### src/rtl/binary_to_bcd_display_pkg.sv
// rtl/binary_to_bcd_display_pkg.sv - shared constants for the binary to BCD display converter
package binary_to_bcd_display_pkg;

  localparam logic [0:0]  ST_IDLE        = 1'b0;
  localparam logic [0:0]  ST_SHIFT       = 1'b1;

  localparam int unsigned BCD_MAX        = 9999;
  localparam logic [3:0]  DIGIT_ERROR    = 4'hE;
  localparam logic [3:0]  BCD_ADJ_THRESH = 4'd5;
  localparam logic [3:0]  BCD_ADJ_ADD    = 4'd3;

endpackage

### src/rtl/binary_to_bcd_display_nibble_adjust.sv
// rtl/binary_to_bcd_display_nibble_adjust.sv - double-dabble add-3 correction for one BCD nibble
module bcd_nibble_adjust
  import binary_to_bcd_display_pkg::*;
(
  input  logic [3:0] nibble,
  output logic [3:0] adjusted
);

  assign adjusted = (nibble >= BCD_ADJ_THRESH) ? nibble + BCD_ADJ_ADD : nibble;

endmodule

### src/rtl/binary_to_bcd_display.sv
// rtl/binary_to_bcd_display.sv - sequential double-dabble converter with held outputs for the 7-seg scan driver
module binary_to_bcd_display
  import binary_to_bcd_display_pkg::*;
#(
  parameter int WIDTH = 14
) (
  input  logic             clk,
  input  logic             rst_x,
  input  logic             i_valid,
  input  logic [WIDTH-1:0] i_value,
  input  logic [3:0]       i_dp,
  output logic             o_ready,
  output logic             o_done,
  output logic [3:0]       o_data3,
  output logic [3:0]       o_data2,
  output logic [3:0]       o_data1,
  output logic [3:0]       o_data0,
  output logic             o_dp3,
  output logic             o_dp2,
  output logic             o_dp1,
  output logic             o_dp0,
  output logic             o_overflow
);

  localparam int CW = $clog2(WIDTH);

  logic [0:0]       state;
  logic [CW-1:0]    cnt;
  logic [WIDTH-1:0] bin;
  logic [15:0]      bcd;
  logic [15:0]      adj;
  logic [3:0]       dp_hold;
  logic             ovf_hold;
  logic [15:0]      next_bcd;
  logic [WIDTH-1:0] next_bin;
  logic             accept;
  logic             in_ovf;

  for (genvar n = 0; n < 4; n++) begin : g_adj
    bcd_nibble_adjust u_adj (
      .nibble   (bcd[4*n +: 4]),
      .adjusted (adj[4*n +: 4])
    );
  end

  // The thousands nibble may carry out on overflowing inputs; that bit is dropped.
  assign next_bcd = 16'({adj, bin[WIDTH-1]});
  assign next_bin = {bin[WIDTH-2:0], 1'b0};
  assign o_ready  = (state == ST_IDLE);
  assign accept   = i_valid && o_ready;
  assign in_ovf   = (32'(i_value) > BCD_MAX);

  always_ff @(posedge clk or negedge rst_x) begin
    if (!rst_x) begin
      state      <= ST_IDLE;
      cnt        <= '0;
      bin        <= '0;
      bcd        <= '0;
      dp_hold    <= '0;
      ovf_hold   <= 1'b0;
      o_done     <= 1'b0;
      o_data3    <= '0;
      o_data2    <= '0;
      o_data1    <= '0;
      o_data0    <= '0;
      o_dp3      <= 1'b0;
      o_dp2      <= 1'b0;
      o_dp1      <= 1'b0;
      o_dp0      <= 1'b0;
      o_overflow <= 1'b0;
    end else begin
      o_done <= 1'b0;
      if (state == ST_IDLE) begin
        if (accept) begin
          state    <= ST_SHIFT;
          bin      <= i_value;
          bcd      <= '0;
          dp_hold  <= i_dp;
          ovf_hold <= in_ovf;
          cnt      <= CW'(WIDTH - 1);
        end
      end else begin
        bin <= next_bin;
        bcd <= next_bcd;
        if (cnt == '0) begin
          // Final shift: publish all outputs together so the scan driver never sees a mix.
          state      <= ST_IDLE;
          o_done     <= 1'b1;
          o_data3    <= ovf_hold ? DIGIT_ERROR : next_bcd[15:12];
          o_data2    <= ovf_hold ? DIGIT_ERROR : next_bcd[11:8];
          o_data1    <= ovf_hold ? DIGIT_ERROR : next_bcd[7:4];
          o_data0    <= ovf_hold ? DIGIT_ERROR : next_bcd[3:0];
          o_dp3      <= dp_hold[3];
          o_dp2      <= dp_hold[2];
          o_dp1      <= dp_hold[1];
          o_dp0      <= dp_hold[0];
          o_overflow <= ovf_hold;
        end else begin
          cnt <= cnt - 1'b1;
        end
      end
    end
  end

endmodule

### config.mk
export PLATFORM = sky130hd
export DESIGN_NAME = binary_to_bcd_display
export DESIGN_NICKNAME = d
export VERILOG_FILES = /design/src/rtl/binary_to_bcd_display_pkg.sv /design/src/rtl/binary_to_bcd_display_nibble_adjust.sv /design/src/rtl/binary_to_bcd_display.sv
export SDC_FILE = /design/constraint.sdc
export NUM_CORES = 1
export LEC_CHECK = 0
export BUFFER_PORTS_ARGS = -buffer_cell sky130_fd_sc_hd__buf_4
export CAP_MARGIN = 30
export CORE_ASPECT_RATIO = 0.8
export CORE_UTILIZATION = 25
export DETAILED_ROUTE_END_ITERATION = 8
export HOLD_SLACK_MARGIN = 0.1
export PLACE_DENSITY = 0.53
export SLEW_MARGIN = 20
export SYNTH_ARGS = -nofsm -noshare
export SYNTH_HDL_FRONTEND = slang
export SYNTH_SLANG_ARGS = --single-unit
export TNS_END_PERCENT = 5
### constraint.sdc
create_clock -name clk -period 1.81 [get_ports clk]
set_input_delay 0 -clock clk [delete_from_list [all_inputs] [get_ports clk]]
set_output_delay 0 -clock clk [all_outputs]
set_load 0.1 [all_outputs]
==> flow_metrics.env <==
export IMPL_total_die_area_sq_um=11720
export IMPL_h_tree_levels=3
export IMPL_layout_core_utilization_pct=35.04
export IMPL_antennaDiodeCount=0
export IMPL_yosys_most_used_dff="sky130_fd_sc_hd__dfrtp_1"
export IMPL_hold_path_class="input port to flip-flop"
export IMPL_cp_arrival_ns=1.92
export IMPL_status="finished, final reports clean"
export IMPL_cts_num_sinks=62
export IMPL_clock_insertion_delay_worst_skew_ns=0.33
export IMPL_placedCellCount=460
export IMPL_fp_dieW_um=120.8
export IMPL_max_cap_viol_count=0
export IMPL_regToRegStartpoint="bcd[0]"
export IMPL_synth_distinct_cells=33
export IMPL_cts_inserted_buffers=9
export IMPL_synth_top_cells_by_area="sky130_fd_sc_hd__dfrtp_1, sky130_fd_sc_hd__nand2_1, sky130_fd_sc_hd__mux2i_1, sky130_fd_sc_hd__ha_1, sky130_fd_sc_hd__a21oi_1"
export IMPL_synth_edff_count=0
export IMPL_rows=34
export IMPL_drtAntennaViolNets=0
export IMPL_post_synth_inst_count=278
export IMPL_floorplan_core_area_sq_um=10930
export IMPL_ctsLongestPathBuffers=2
export IMPL_grt_max_degree=63
export IMPL_crit_path_max_fanout=4
export IMPL_postCtsHoldBufs=20
export IMPL_synth_seq_cells=62
export IMPL_post_route_period_util_pct=92.57
export IMPL_r2r_end="bcd[2]"
export IMPL_first_global_vias=2149
export IMPL_end_kind="flip-flop"
export IMPL_synth_top_area_share_pct=54.99
export IMPL_worst_r2r_setup_slack_ns=0.13
export IMPL_drive_gt1_share_pct=22.44
export IMPL_first_pass_grt_wire_length_mm=10.80
export IMPL_slew_limit_headroom_pct=47.28
export IMPL_footprint_of_the_multi_input_gates_sq_um=1151
export IMPL_globalRouteTotalUtil_pct=11.94
export IMPL_setup_tns_final_ns=0
export IMPL_dr_pass1_iters=4
export IMPL_timing_worst_slew_pin_value_ns=0.7908
export IMPL_grt_overflow_total=0
export IMPL_hold_path_endpoint="bin[10]"
export IMPL_route_detailed_drc=0
export IMPL_critical_path_class="flip-flop to flip-flop"
export IMPL_synth_nets=309
export IMPL_fmaxAchievable_mhz=596.8
export IMPL_clock_tree_from_tritoncts="yes"
export IMPL_nets=378
export IMPL_syn_area_sq_um=2821
export IMPL_final_count_of_hold_timing_violations=0
export IMPL_async_reset_ff_share_pct=100.0
export IMPL_post_cts_setup_bufs=0
export IMPL_mostFrequentLayoutCell="sky130_fd_sc_hd__dfrtp_1"
export IMPL_hpwlAfterDp_mm=4.186
export IMPL_hold_depth=3
export IMPL_routedWlPerCell_um=12.66
export IMPL_timing_final_max_slew_violations=0
export IMPL_cts_reportedPaths_clkPinSlew_ns=0.06
export IMPL_vias=2201
export IMPL_worstSetupStartpointType="flip-flop"
export IMPL_initialDrtViolationCount=95
export IMPL_reg2reg_depth=6
export IMPL_unrepaired_setup_endpoints_after_global_routing="false"
export IMPL_cts_resized=0
export IMPL_n_fill_cell=1097
export IMPL_place_congestion=0.6777
export IMPL_finalCriticalPeriod_ns=1.676
export IMPL_die_h_um=97.02
export IMPL_setup_viol=0
export IMPL_clk_root_buffer_cell="sky130_fd_sc_hd__clkbuf_16"
export IMPL_seq_area_frac_synth_pct=54.99
export IMPL_placed_area_sq_um=3329
export IMPL_ports_placed_on_the_boundary=44
export IMPL_viasPerCell=4.438
export IMPL_synth_top_area_cell="sky130_fd_sc_hd__dfrtp_1"
export IMPL_wirelength_mm=6.277
export IMPL_layout_cells_most_common_list="sky130_fd_sc_hd__dfrtp_1, sky130_fd_sc_hd__buf_4, sky130_fd_sc_hd__nand2_1"
export IMPL_min_delay_start="i_valid"
export IMPL_worst_clock_skew_ns=0.005610
export IMPL_syn_area_per_cell_sq_um=10.15
export IMPL_start_util_pct=25.81
export IMPL_grt_antenna_before_repair=0
export IMPL_ys_warnings_count=0
export IMPL_finish_instance_area_sq_um=3831
export IMPL_place_port_buffers=43
export IMPL_final_cells=496
export IMPL_register_area_sq_um=1551
export IMPL_areaGrowthSynthToFinish_pct=35.79
export IMPL_timing_critical_path_required_ns=2.05
flip-flops by register name (all words and copies together), names as in the netlist, 4 cells and up:
register / count
dp_hold: 4
o_data0: 4
bcd: 16
o_data2: 4
cnt: 4
o_data3: 4
bin: 14
o_data1: 4
worst max path at each step:
stage / slack, ns / cells after the start / startpoint / to
global placement: 0.18 / 6 / bcd[0] / bcd[2]
finish: 0.13 / 6 / bcd[0] / bcd[2]
global route: 0.02 / 6 / bcd[12] / o_data3[2]
floorplan: 0.30 / 5 / bcd[4] / bcd[6]
CTS: 0.13 / 6 / bcd[0] / bcd[2]
detailed placement: 0.15 / 6 / bcd[0] / bcd[2]
layer usage:
layer	wire length, um	vias up	GRT usage, %
met2	2696	48	17.02
li1	-	1091	-
met4	87	0	4.748
met3	283	9	4.245
met1	3210	1053	16.36
met5	0	-	0
final cells by class:
type	count	share of cell area [%]
clock inverter	4	1.176
timing repair buffer	72	15.41
sequential	62	40.50
tap	144	4.703
multi-input combinational	187	30.05
clock buffer	12	6.695
inverter	15	1.470
kinds of logic (layout without fill, tap and decap cells):
logic type,after synthesis,in the layout,share of synthesized area (%)
simple gates,83,83,13.26
mux,22,22,8.160
flops,62,62,54.99
fa+ha+maj,10,10,4.435
buf+inv,29,103,4.213
xor+xnor,4,4,1.242
compound gates,68,68,13.70
critical path, cell delays in order (launching register included):
cell and delay [ns]:
sky130_fd_sc_hd__dfrtp_1 0.42, sky130_fd_sc_hd__inv_1 0.11, sky130_fd_sc_hd__ha_1 0.20, sky130_fd_sc_hd__nand2b_1 0.08, sky130_fd_sc_hd__a21oi_1 0.24, sky130_fd_sc_hd__mux2_2 0.40, sky130_fd_sc_hd__o22ai_1 0.15
stage by stage:
step / setup WS, ns / hold WS (ns)
floorplan: 0.2968 / -0.2956
global placement: 0.1847 / 0.1364
detailed placement: 0.1514 / 0.1420
CTS: 0.1319 / 0.1221
global route: 0.01860 / 0.1295
finish: 0.1344 / 0.1283
cells in the mapped netlist, drive strengths merged (2+ instances only):
cell / count
o21ai: 24
mux2: 8
nor3b: 7
buf: 7
o22a: 2
nand3: 2
a21oi: 21
mux2i: 14
o22ai: 13
nor2: 14
a21o: 2
dfrtp: 62
nand2: 48
nor3: 3
o31ai: 2
xnor2: 4
ha: 10
nand2b: 5
clkbuf: 7
inv: 15
Power is not shown: default switching activity piles up to over one toggle a cycle in this logic, so the estimate is an artifact.
